**src/rtl/desloc_seq.sv**
```systemverilog
`timescale 1ns/1ps
`default_nettype none
// ============================================================================
// Module      : desloc_seq
// Description : Command sequencer for a universal shift register. Accepts
//               load / shift-left N / shift-right N / nop commands over a
//               valid/ready handshake and drives op, serial_in and
//               parallel_in cycle by cycle. Completion is a one-cycle done
//               pulse.
// Revision    : 1.0 - initial release
// ============================================================================
module desloc_seq #(
   parameter int WIDTH = 4,
   parameter int CNT_W = 3
) (
   input  logic             clk,
   input  logic             reset,
   input  logic             cmd_valid,
   output logic             cmd_ready,
   input  logic [1:0]       cmd_op,
   input  logic [CNT_W-1:0] cmd_count,
   input  logic [WIDTH-1:0] cmd_data,
   output logic [1:0]       op,
   output logic             serial_in,
   output logic [WIDTH-1:0] parallel_in,
   output logic             busy,
   output logic             done
);

   typedef enum logic [1:0] {
      S_IDLE  = 2'd0,
      S_LOAD  = 2'd1,
      S_SHIFT = 2'd2,
      S_DONE  = 2'd3
   } state_t;

   localparam logic [1:0]       C_OP_HOLD  = 2'b00;
   localparam logic [1:0]       C_OP_LEFT  = 2'b01;
   localparam logic [1:0]       C_OP_RIGHT = 2'b10;
   localparam logic [1:0]       C_OP_LOAD  = 2'b11;
   localparam logic [CNT_W-1:0] C_MAX_CNT  = CNT_W'(WIDTH);

   state_t           r_state, w_state_nxt;
   logic [WIDTH-1:0] r_data,  w_data_nxt;
   logic [CNT_W-1:0] r_cnt,   w_cnt_nxt;
   logic [CNT_W-1:0] r_k,     w_k_nxt;
   logic [1:0]       r_op,    w_op_nxt;
   logic             r_sin,   w_sin_nxt;
   logic [WIDTH-1:0] r_pin,   w_pin_nxt;
   logic             r_busy,  w_busy_nxt;
   logic             r_done,  w_done_nxt;

   logic             w_accept;
   logic [CNT_W-1:0] w_cnt_clamp;
   logic [CNT_W-1:0] w_k_inc;

   // Serial bit for shift index k: MSB-first for left, LSB-first for right,
   // so a full-width shift rebuilds the word unchanged in the register.
   function automatic logic f_bit(input logic [WIDTH-1:0] d,
                                  input logic             left,
                                  input logic [CNT_W-1:0] k);
      logic [WIDTH-1:0] t;
      if (left) begin
         t     = d << k;
         f_bit = t[WIDTH-1];
      end else begin
         t     = d >> k;
         f_bit = t[0];
      end
   endfunction

   assign cmd_ready   = (r_state == S_IDLE) && !reset;
   assign w_accept    = cmd_valid && cmd_ready;
   assign w_cnt_clamp = (cmd_count > C_MAX_CNT) ? C_MAX_CNT : cmd_count;
   assign w_k_inc     = r_k + CNT_W'(1);

   assign op          = r_op;
   assign serial_in   = r_sin;
   assign parallel_in = r_pin;
   assign busy        = r_busy;
   assign done        = r_done;

   // Next-state and next-output decode; outputs are computed one cycle ahead
   // so that they are registered yet line up with the state they belong to.
   always_comb begin
      w_state_nxt = r_state;
      w_data_nxt  = r_data;
      w_cnt_nxt   = r_cnt;
      w_k_nxt     = r_k;
      w_op_nxt    = C_OP_HOLD;
      w_sin_nxt   = 1'b0;
      w_pin_nxt   = r_pin;
      w_done_nxt  = 1'b0;
      case (r_state)
         S_IDLE: begin
            if (w_accept) begin
               w_data_nxt = cmd_data;
               w_cnt_nxt  = w_cnt_clamp;
               w_k_nxt    = '0;
               if (cmd_op == C_OP_LOAD) begin
                  w_state_nxt = S_LOAD;
                  w_op_nxt    = C_OP_LOAD;
                  w_pin_nxt   = cmd_data;
               end else if (((cmd_op == C_OP_LEFT) || (cmd_op == C_OP_RIGHT)) &&
                            (w_cnt_clamp != '0)) begin
                  w_state_nxt = S_SHIFT;
                  w_op_nxt    = cmd_op;
                  w_sin_nxt   = f_bit(cmd_data, cmd_op == C_OP_LEFT, '0);
               end else begin
                  w_state_nxt = S_DONE;
                  w_done_nxt  = 1'b1;
               end
            end
         end
         S_LOAD: begin
            w_state_nxt = S_DONE;
            w_done_nxt  = 1'b1;
         end
         S_SHIFT: begin
            if (w_k_inc == r_cnt) begin
               w_state_nxt = S_DONE;
               w_done_nxt  = 1'b1;
            end else begin
               w_k_nxt   = w_k_inc;
               w_op_nxt  = r_op;
               w_sin_nxt = f_bit(r_data, r_op == C_OP_LEFT, w_k_inc);
            end
         end
         S_DONE: begin
            w_state_nxt = S_IDLE;
         end
         default: begin
            w_state_nxt = S_IDLE;
         end
      endcase
      w_busy_nxt = (w_state_nxt != S_IDLE);
   end

   // State and output registers; reset drops any command in flight.
   always_ff @(posedge clk) begin
      if (reset) begin
         r_state <= S_IDLE;
         r_data  <= '0;
         r_cnt   <= '0;
         r_k     <= '0;
         r_op    <= C_OP_HOLD;
         r_sin   <= 1'b0;
         r_pin   <= '0;
         r_busy  <= 1'b0;
         r_done  <= 1'b0;
      end else begin
         r_state <= w_state_nxt;
         r_data  <= w_data_nxt;
         r_cnt   <= w_cnt_nxt;
         r_k     <= w_k_nxt;
         r_op    <= w_op_nxt;
         r_sin   <= w_sin_nxt;
         r_pin   <= w_pin_nxt;
         r_busy  <= w_busy_nxt;
         r_done  <= w_done_nxt;
      end
   end

endmodule
`default_nettype wire

```
**config.mk**
```make
export PLATFORM = sky130hd
export DESIGN_NAME = desloc_seq
export DESIGN_NICKNAME = d
export VERILOG_FILES = /design/src/rtl/desloc_seq.sv
export SDC_FILE = /design/constraint.sdc
export NUM_CORES = 1
export LEC_CHECK = 0
export ABC_CLOCK_PERIOD_IN_PS = 2500
export CAP_MARGIN = 20
export CORE_UTILIZATION = 25
export DETAILED_ROUTE_END_ITERATION = 12
export PLACE_DENSITY_LB_ADDON = 0.08
export SLEW_MARGIN = 10
export SYNTH_ARGS = -nofsm -noshare
export SYNTH_HDL_FRONTEND = slang
export SYNTH_SLANG_ARGS = --single-unit
```
**constraint.sdc**
```tcl
create_clock -name clk -period 2.5 [get_ports clk]
set_input_delay 0.375 -clock clk [delete_from_list [all_inputs] [get_ports clk]]
set_output_delay 0.375 -clock clk [all_outputs]
set_load 0.05 [all_outputs]
```
; ---- Word level (Yosys, flattened, before mapping)
; Cells that the tools add are included.
[word_totals]
in_bits = 12
output_inout_bits = 10
elab_cells = 62
register_bits = 21
[op_classes]
magnitude_cmp = 1
n_mux = 26
n_reduce_logical = 12
eq_ne = 11
n_addsub = 1
shift = 2
[op_table]
columns = op, count
row1 = $mux 2, 7
row2 = $mux 1, 11
row3 = $mux 3, 3
row4 = $eq 2x2->1 const B, 4
row5 = $pmux 2 s4, 1
row6 = $eq 2x1->1 const B, 3
row7 = $ne 2x2->1 const B, 3
row8 = $pmux 3 s2, 1
row9 = $reduce_and 3->1, 2
row10 = $pmux 2 s2, 1
row11 = $reduce_bool 2->1, 2
row12 = $shl 4x3->4, 1
row13 = $shr 4x3->1, 1
row14 = $add 3x1->3 const B, 1
row15 = $eq 3x3->1, 1
row16 = $gt 3x3->1 const B, 1
row17 = $logic_and 1x1->1, 3
row18 = $pmux 1 s3, 1
row19 = $reduce_bool 3->1, 1
row20 = $logic_not 2->1, 1
row21 = $pmux 1 s2, 1
row22 = $reduce_and 2->1, 1
row23 = $logic_not 1->1, 1
row24 = $logic_or 1x1->1, 1

; ---- Depth between registers and ports, before layout
; Gate-level depths: netlist of run 1.
[logic_depth]
depth_word = 9
depth_mapped = 8
depth_no_buf = 6

; ---- Worst setup path after synthesis of run 1
; OpenSTA, ideal clock, no wires.
[synth_timing]
path_kind = flip-flop to flip-flop
from = register r_k[0]
to = register r_sin, in the netlist serial_in
arrival_time_ps = 1822
required_ps = 2383
path_buffers = 0
setup_time_ps = 117
path_stages_with_launch = 6
setup_slack_ps = 561
synth_period_minus_slack_ps = 1939
cell_sequence = dfxtp_1 ha_1 mux4_2 mux2_2 and4_1 a22o_1
[synth_via]
elab_chain_cells = 5
word_cells_on_any_way = 7
classes_between = add/sub: 1 / eq/ne: 1 / shift: 2 / mux: 3
[synth_lines]
columns = element, line_no
row1 = from (decl), 46  ; logic [CNT_W-1:0] r_k, w_k_nxt;
row2 = from (signal assigned), 155  ; r_k <= w_k_nxt;
row3 = $add 3x1->3 (*), 75  ; assign w_k_inc = r_k + CNT_W'(1);
row4 = $shr 4x3->1 or $shl 4x3->4 (tied branches), "67, 64"
row5 = $mux 1, 63  ; if (left) begin
row6 = $mux 1 (*), 120  ; if (w_k_inc == r_cnt) begin
row7 = $pmux 1 s2 (*), 94  ; case (r_state)
row8 = to (signal assigned), 157  ; r_sin <= w_sin_nxt;
row9 = to (decl), 48  ; logic r_sin, w_sin_nxt;
; Every way passes the cells marked *; elsewhere a longest branch is shown, timed or not.
; A chain may end at the register's enable or synchronous reset.

; ---- Worst setup path after layout of run 1
; Ends and elaborated chain as after synthesis.

==> out/results.ini, run 1 <==
[synth]
synth_compound_gate_area_share_pct = 15.57
ys_seq_area_share_pct = 38.18
ys_types = 35
synth_adder_area_share_pct = 7.955
synth_ff_type = dfxtp_1
synth-async-reset-ratio_pct = 0
muxShareOfSynthArea_pct = 9.659
synth_edf_count = 0
synth_area_um2 = 1101
ys_ff_latch = 21
yosys_warnings = 0
synth_xor_area_share_pct = 3.750
syn_inst = 117
synth_top_family_by_area = simple AND/OR/NAND/NOR gates
syn_avg_cell_area_um2 = 9.411
synth_fp_nets = 136
yosys.area_share.simple_pct = 21.82

[placed_design]
dp_hpwl_um = 2060
portBuffers = 21
gp_congestion = 0.7394
pre_cts_slack_ns = 0.3817
placement.cell_area_um2 = 1399

[sta]
layout_setup_ws_ns = 0.3936
setup_tns_ns = 0
tightest_slew_ns = 0.5123
setup_viol = 0
period_share_pct = 84.26
final_max_slew_viol_count = 0
clock_skew_ns = 0.004884
period_needed_ns = 2.106
rsz0062_at_grt = false
hold_violations = 0
slew_headroom_pct = 65.74
fmax_mhz = 474.7

[global_route]
antenna_found_initial = 0
grt-ovfl-total = 0
grt_pass1_wl_um = 4429
grt_max_degree = 13
grt_pass1_vias = 932
grt_usage_pct = 13.14

[setup_path]
r2r_slack_ns = 0.39
path_buf_inv = 0
cp_max_fo = 6
rr_endpoint = serial_in$_SDFF_PP0_
worstPathRequired_ns = 2.65
cp_slowest_stage_delay_ns = 0.52
r2r_start = r_k[0]$_SDFFE_PP0P_
crit_type = flip-flop to flip-flop
startpoint = r_k[0]$_SDFFE_PP0P_
start_kind = flip-flop
path_cells = ha_1, mux4_2, mux2_2, and4_1, a22o_1
arrival_ns = 2.26
critical-path-top-delay-family = multiplexers
critPathSlowestCell = mux4_2
end_kind = flip-flop
rr_worst_depth = 5

[min_path]
hp-class = flip-flop to flip-flop
whs_path_depth = 2
worstHoldEndpoint = r_data[0]$_SDFFE_PP0P_
worstHoldStart = r_data[0]$_SDFFE_PP0P_

[drt]
ant_nets = 0
wl_per_cell_um = 13.45
firstDrtPassIters = 4
routed_wl_um = 2582
routed-via-count = 927
drc_errors = 0
drt_iter0_drc = 20
viasPerCell = 4.828

[cts]
numCtsBuffers = 3
htree_num_levels = 1
clkTransAtPathRegs_ns = 0.08
hold_buffers = 0
clock-sinks = 21
cts_tree = built
cts_root_buffer = clkbuf_8
clk_latency_ns = 0.26
cts_resized = 0
cts_buffer_depth = 2
postCtsSetupBuffers = 0

[outcome]
status = completed

[cells_and_area]
drive_gt1_share_pct = 11.27
area_delta_synth_final_pct = 31.25
antennaDiodeCount = 0
fin_nets = 162
fin_area_um2 = 1445

[power_and_ir_drop]
internal_power_uw = 639.4
ir_worst_vdd_uv = 174.1
p_leak_uw = 0.0006025
switchingPower_uw = 342.5
clockPowerShare_pct = 22.2
power_density_nw_per_um2 = 679.4
pwr-share-seq_pct = 41.1
pwr-share-comb_pct = 36.6
p_sw_share_pct = 34.88

[floorplanning]
dieWidth_um = 68.37
core_um2 = 4115
die_h_um = 68.37
dieArea_um2 = 4674
rows = 23
start_util_pct = 26.76
io_pins = 22

[job]
cap_violations = 0

-- cells in the final DEF (no fill, tap or decap), types with 2 or more instances in the layout --
cell             Yosys  final
a21o_1               3      3
a21oi_1              3      3
a31oi_1              3      3
buf_4                0      4
clkbuf_8             0      3
clkdlybuf4s50_1      0     20
dfxtp_1             21     21
ha_1                 7      7
inv_1                5      5
mux2i_1              5      5
mux4_2               2      2
nand2_1             16     16
nand2b_1             4      4
nand3_1              6      6
nand3b_1             3      3
nor2_1               8      8
nor3_1               3      3
o21ai_0              4      4
o31ai_1              2      2
-- sequential cells by signal, indices dropped and copies added (netlist names) --
name         flops
busy             1
done             1
op               2
parallel_in      4
r_cnt            3
r_data           4
r_k              3
r_state          2
serial_in        1
-- area by class of cell --
type | count | area (µm²)
tap | 50 | 62.56
inverter | 5 | 18.77
sequential | 21 | 420.4
multi-input combinational | 87 | 646.9
clock inverter | 1 | 5.005
clock buffer | 3 | 41.29
timing repair buffer | 25 | 250.2
fill | 415 | 2670
-- Yosys cell counts (all sizes together), types with 2 or more instances --
cell type | instances | area share (%)
dfxtp | 21 | 38
nand2 | 16 | 5.5
nor2 | 8 | 2.7
ha | 7 | 8.0
nand3 | 6 | 2.7
inv | 5 | 1.7
mux2i | 5 | 4.5
a31oi | 4 | 3.6
clkbuf | 4 | 1.4
nand2b | 4 | 2.3
o21ai | 4 | 1.8
a21o | 3 | 2.0
a21oi | 3 | 1.4
nand3b | 3 | 2.0
nor3 | 3 | 1.4
mux4 | 2 | 4.1
o31ai | 2 | 1.4
-- kinds of logic (layout without fill, tap and decap cells) --
logic type               count (synthesis)  after routing
AND/OR/NAND/NOR                         47             47
AO/OA/AOI/OAI                           22             22
flip-flops                              21             21
buffers and inverters                    9             34
multiplexers                             8              8
adder cells (fa/ha/maj)                  7              7
XOR/XNOR                                 3              3
-- per-stage QoR --
stage / cells / util, % / hold slack [ns] / total power (µW)
after floorplan: 117 / - / 0.4406 / 647.0
after global placement: 188 / 33.99 / 0.4595 / 773.9
after detailed placement: 188 / 33.99 / 0.4641 / 772.8
after CTS: 192 / 35.12 / 0.4751 / 997.8
after global routing: 192 / 35.12 / 0.5091 / 1046
final: 192 / 35.12 / 0.4707 / 981.9
-- layer usage --
layer	part of all wire (%)	track usage (%)
met3	5.4	2.667
met4	0.97	6.250
met5	0	0
met1	49	17.37
met2	44	20.22
-- worst max path at each step --
stage | endpoint | slack (ns) | depth (start not counted)
floorplan | serial_in$_SDFF_PP0_ | 0.56 | 5
global placement | serial_in$_SDFF_PP0_ | 0.36 | 5
detailed placement | serial_in$_SDFF_PP0_ | 0.38 | 5
CTS | serial_in$_SDFF_PP0_ | 0.37 | 5
global route | serial_in$_SDFF_PP0_ | 0.31 | 5
finish | serial_in$_SDFF_PP0_ | 0.39 | 5
-- worst min-delay path, stage by stage, from the launching register on --
cell and delay (ns):
dfxtp_1 0.32, nand3_1 0.06, nand2_1 0.05
-- power by group through the flow --
stage                     Combinational, µW  Sequential (µW)  Clock [µW]
final                                   360              404         218
after global routing                    392              409         245
after global placement                  363              411           0
after CTS                               363              404         231
after floorplan                         190              457           0
after detailed placement                361              412           0
Power figures use the tool's default switching activity.
==> inputs of run 2 (changes only) <==
ABC_CLOCK_PERIOD_IN_PS = 2150   (was 2500)
clock period = 2.15 ns   (was 2.5 ns; I/O delays follow)
==> run 2 against run 1 <==
Compared with the run above: final cell count increased by 1.0%; critical path depth unchanged; sequential share of layout area decreased by 0.30 points; critical path type unchanged; largest power group unchanged.
==> out/results.ini, run 2 (synthesis results as in run 1) <==
[floorplanning]
die_h_um = 68.37  ; unchanged
dieWidth_um = 68.37  ; unchanged
start_util_pct = 26.76  ; unchanged
core_um2 = 4115  ; unchanged
io_pins = 22  ; unchanged
rows = 23  ; unchanged
dieArea_um2 = 4674  ; unchanged

[sta]
fmax_mhz = 511.4  ; +7.7%
clock_skew_ns = 0.002061  ; -0.002823 ns
setup_tns_ns = 0  ; unchanged
setup_viol = 0  ; unchanged
tightest_slew_ns = 0.5073  ; -0.005050 ns
slew_headroom_pct = 66.07  ; +0.34 points
rsz0062_at_grt = false
hold_violations = 0  ; unchanged
period_needed_ns = 1.955  ; -0.1509 ns
final_max_slew_viol_count = 0  ; unchanged
period_share_pct = 90.95  ; +6.7 points

[power_and_ir_drop]
p_leak_uw = 0.0006132  ; +1.8%
ir_worst_vdd_uv = 280.2  ; +61%
power_density_nw_per_um2 = 793.7  ; +17%

[cts]
clk_latency_ns = 0.26  ; about the same
cts_tree = built
cts_buffer_depth = 2  ; unchanged
hold_buffers = 0  ; unchanged
htree_num_levels = 1  ; unchanged
numCtsBuffers = 3  ; unchanged
cts_resized = 0  ; unchanged
postCtsSetupBuffers = 0  ; unchanged
clkTransAtPathRegs_ns = 0.08  ; about the same
cts_root_buffer = clkbuf_8
clock-sinks = 21  ; unchanged

[cells_and_area]
fin_nets = 164  ; +1.2%
area_delta_synth_final_pct = 32.61
multi_input_area_um2 = 646.9  ; unchanged
fillCellCount = 406  ; -2.2%
layout_commonest_cell = dfxtp_1
antennaDiodeCount = 0  ; unchanged
final_cell_mix = dfxtp_1, clkdlybuf4s50_1, nand2_1
drive_gt1_share_pct = 12.50  ; +1.2 points
regArea_um2 = 420.4  ; unchanged
post-route-util_pct = 35.48  ; +0.36 points

[placed_design]
dp_hpwl_um = 2116  ; +2.8%
gp_congestion = 0.7359  ; -0.47%
portBuffers = 21  ; unchanged

[global_route]
grt_usage_pct = 13.38  ; +0.24 points
antenna_found_initial = 0  ; unchanged
grt_max_degree = 15  ; +2
grt_pass1_wl_um = 4485  ; +1.3%
grt-ovfl-total = 0  ; unchanged
grt_pass1_vias = 945  ; +1.4%

[setup_path]
crit_type = flip-flop to flip-flop
start_kind = flip-flop
arrival_ns = 2.11  ; -0.15 ns
worstPathRequired_ns = 2.31  ; -0.34 ns
cp_max_fo = 4  ; -2
end_kind = flip-flop

[drt]
top_layer = met4
wl_met1_um = 1308  ; +2.9%
firstDrtPassIters = 4  ; unchanged
wl_per_cell_um = 13.76  ; +2.3%
drt_iter0_drc = 34  ; +70%
drc_errors = 0  ; unchanged
met2_length_um = 1189  ; +3.8%
wl_met3_um = 134  ; -4.3%
viasPerCell = 4.830  ; about the same
ant_nets = 0  ; unchanged
routed-via-count = 937  ; +1.1%
routed_wl_um = 2669  ; +3.4%

[job]
cap_violations = 0  ; unchanged

[min_path]
hp-class = flip-flop to flip-flop

[outcome]
status = completed

[run 2: cell count changes in the layout (fill, tap and decap cells not counted), sizes merged]
| cell | before | now |
|---|---|---|
| buf | 5 | 7 |
[run 2: per-layer routing]
metal | vias up | global-route usage, %
met1 | 436 | 17.45
met4 | 0 | 5.469
met2 | 27 | 21.69
met5 | - | 0
met3 | 4 | 2.167
li1 | 470 | -
[run 2: where the power goes]
group	switching (µW)	internal (µW)
sequential	28.5	433
clock	133	129
combinational	247	188
total	409	750
[run 2: stage by stage]
stage	hold WS [ns]	worst slack [ns]	cell area, µm²	instances	total power, µW
3_5_place_dp	0.4663	0.2020	1414	190	909.0
4_1_cts	0.4783	0.1890	1460	194	1174
3_3_place_gp	0.4548	0.2565	1414	190	903.4
2_1_floorplan	0.4215	0.2113	1101	117	752.3
5_1_grt	0.4954	0.1288	1460	194	1236
6_report	0.4733	0.1945	1460	194	1159
[run 2: worst paths after layout]
path	start	to	slack (ns)	cells after the start
worst min-delay path	r_cnt[0]$_SDFFE_PP0P_	r_cnt[0]$_SDFFE_PP0P_	0.47	2
worst max-delay path	r_k[0]$_SDFFE_PP0P_	serial_in$_SDFF_PP0_	0.19	5
worst min register to register	r_cnt[0]$_SDFFE_PP0P_	r_cnt[0]$_SDFFE_PP0P_	0.47	2
worst max register to register	r_k[0]$_SDFFE_PP0P_	serial_in$_SDFF_PP0_	0.19	5
[run 2: area by class of cell]
class                      count  area share (%)
inverter                       5           1.285
multi-input combinational     87           44.30
clock buffer                   3           2.828
tap                           50           4.284
clock inverter                 1          0.3428
sequential                    21           28.79
timing repair buffer          27           18.17
[run 2: critical path, cell delays in order (launching register included)]
cell and delay [ns]:
dfxtp_1 0.32, ha_1 0.38, mux4_2 0.52, mux2_2 0.27, and4_1 0.19, a22o_1 0.17
==> inputs of run 3 (changes only) <==
DONT_BUFFER_PORTS = 1   (was not set)
GPL_TIMING_DRIVEN = 0   (was not set)
PLACE_DENSITY_LB_ADDON = 0.15   (was 0.08)
==> run 3 against run 2 <==
Compared with the run above: clock skew barely moved; sequential power grew 16%; power is 5.4% lower; cell area is 14% lower; highest routed layer unchanged.
==> out/results.ini, run 3 (synthesis results as in run 1) <==
[floorplanning]
start_util_pct = 26.76  ; unchanged
dieArea_um2 = 4674  ; unchanged
io_pins = 22  ; unchanged
core_um2 = 4115  ; unchanged
dieWidth_um = 68.37  ; unchanged
die_h_um = 68.37  ; unchanged
rows = 23  ; unchanged

[cts]
cts_tree = built
hold_buffers = 0  ; unchanged
cts_buffer_depth = 2  ; unchanged
htree_num_levels = 1  ; unchanged
clock-sinks = 21  ; unchanged
numCtsBuffers = 3  ; unchanged
clkTransAtPathRegs_ns = 0.08  ; about the same
clk_latency_ns = 0.26  ; about the same
cts_root_buffer = clkbuf_8

[global_route]
antenna_found_initial = 0  ; unchanged
grt_max_degree = 13  ; -2
grt-ovfl-total = 0  ; unchanged
grt_pass1_vias = 769  ; -19%
grt_usage_pct = 11.36  ; -2.0 points
grt_pass1_wl_um = 3767  ; -16%

[drt]
routed_wl_um = 2453  ; -8.1%
wl_per_cell_um = 14.18  ; +3.1%
drc_errors = 0  ; unchanged
routed-via-count = 868  ; -7.4%
firstDrtPassIters = 4  ; unchanged
ant_nets = 0  ; unchanged
drt_iter0_drc = 28  ; -18%
viasPerCell = 5.017  ; +3.9%

[sta]
setup_viol = 0  ; unchanged
slew_headroom_pct = 64.60  ; -1.5 points
fmax_mhz = 496.5  ; -2.9%
period_share_pct = 93.69  ; +2.7 points
hold_violations = 0  ; unchanged
period_needed_ns = 2.014  ; +0.05877 ns
clock_skew_ns = 0.002261  ; +0.0001999 ns
tightest_slew_ns = 0.5303  ; +0.02296 ns
rsz0062_at_grt = false
final_max_slew_viol_count = 0  ; unchanged
layout_setup_ws_ns = 0.1357  ; -0.05877 ns

[power_and_ir_drop]
p_leak_uw = 0.0005233  ; -15%
power_density_nw_per_um2 = 870.1  ; +9.6%
ir_worst_vdd_uv = 270.0  ; -3.6%
finalPower_uw = 1096  ; -5.4%

[cells_and_area]
post-route-util_pct = 30.62  ; -4.9 points
antennaDiodeCount = 0  ; unchanged
layout_commonest_cell = dfxtp_1
area_delta_synth_final_pct = 14.43
drive_gt1_share_pct = 16.26  ; +3.8 points
fillCellCount = 432  ; +6.4%
multi_input_area_um2 = 676.9  ; +4.6%
regArea_um2 = 421.7  ; +0.30%
final_cell_mix = dfxtp_1, nand2_1, nor2_1
fin_nets = 143  ; -13%

[setup_path]
cp_max_fo = 6  ; +2
arrival_ns = 2.17  ; +0.06 ns
worstPathRequired_ns = 2.31  ; about the same
end_kind = flip-flop
start_kind = flip-flop
crit_type = flip-flop to flip-flop

[placed_design]
dp_hpwl_um = 1901  ; -10%
pre_cts_slack_ns = -0.09873  ; -0.3007 ns
gp_congestion = 0.7263  ; -1.3%
portBuffers = 0  ; -100%

[outcome]
status = completed

[min_path]
hp-class = input port to flip-flop

[job]
cap_violations = 0  ; unchanged

==> run 3: power breakdown <==
| group | internal, µW | leakage [µW] | total [µW] | switching, µW |
|---|---|---|---|---|
| sequential | 434 | 0.000172 | 533 | 98.9 |
| combinational | 129 | 0.000326 | 297 | 168 |
| clock | 129 | 0.0000255 | 266 | 137 |
==> run 3: layout make-up <==
class,count,area share [%]
multi-input cells,87,53.72
inverters,5,1.490
repair buffers,3,1.787
clock inverters,1,0.3972
plain buffers,3,0.8937
well taps,50,4.965
clock buffers,3,3.277
flip-flops and latches,21,33.47
==> run 3: final timing paths <==
check / endpoint / cells after the start / startpoint / slack, ns
worst min register to register: r_data[3]$_SDFFE_PP0P_ / 2 / r_data[3]$_SDFFE_PP0P_ / 0.48
worst max-delay path: serial_in$_SDFF_PP0_ / 5 / r_k[0]$_SDFFE_PP0P_ / 0.14
worst min-delay path: r_data[3]$_SDFFE_PP0P_ / 2 / cmd_data[3] / 0.16
worst max register to register: serial_in$_SDFF_PP0_ / 5 / r_k[0]$_SDFFE_PP0P_ / 0.14
==> run 3: timing repair <==
item                       4_1_cts  5_1_grt
setup endpoints to repair        3        9
resized for setup                2        6
buffers inserted                 0        3
pin swaps                        0        1
==> run 3: critical path, stage by stage, from the launching register on <==
cell	delay (ns)
dfxtp_2	0.37
ha_2	0.39
mux4_2	0.51
mux2_2	0.28
and4_1	0.20
a22o_1	0.18
==> run 3: metrics by stage <==
stage                     instances  hold slack [ns]  setup TNS (ns)  instance area [µm²]
after global placement          167           0.4271        -0.05411                 1164
final                           173           0.1573               0                 1260
after global routing            173           0.1527               0                 1260
after floorplan                 117           0.4215               0                 1101
after CTS                       171           0.1507               0                 1217
after detailed placement        167           0.4282         -0.1488                 1164
==> run 3: layer usage <==
| metal | routed length (µm) | vias to the layer above | GRT usage (%) |
|---|---|---|---|
| met5 | 0 | - | 0 |
| met4 | 34 | 0 | 5.469 |
| met3 | 107 | 2 | 2.167 |
| met2 | 1200 | 24 | 17.89 |
| met1 | 1110 | 411 | 14.71 |
| li1 | - | 431 | - |
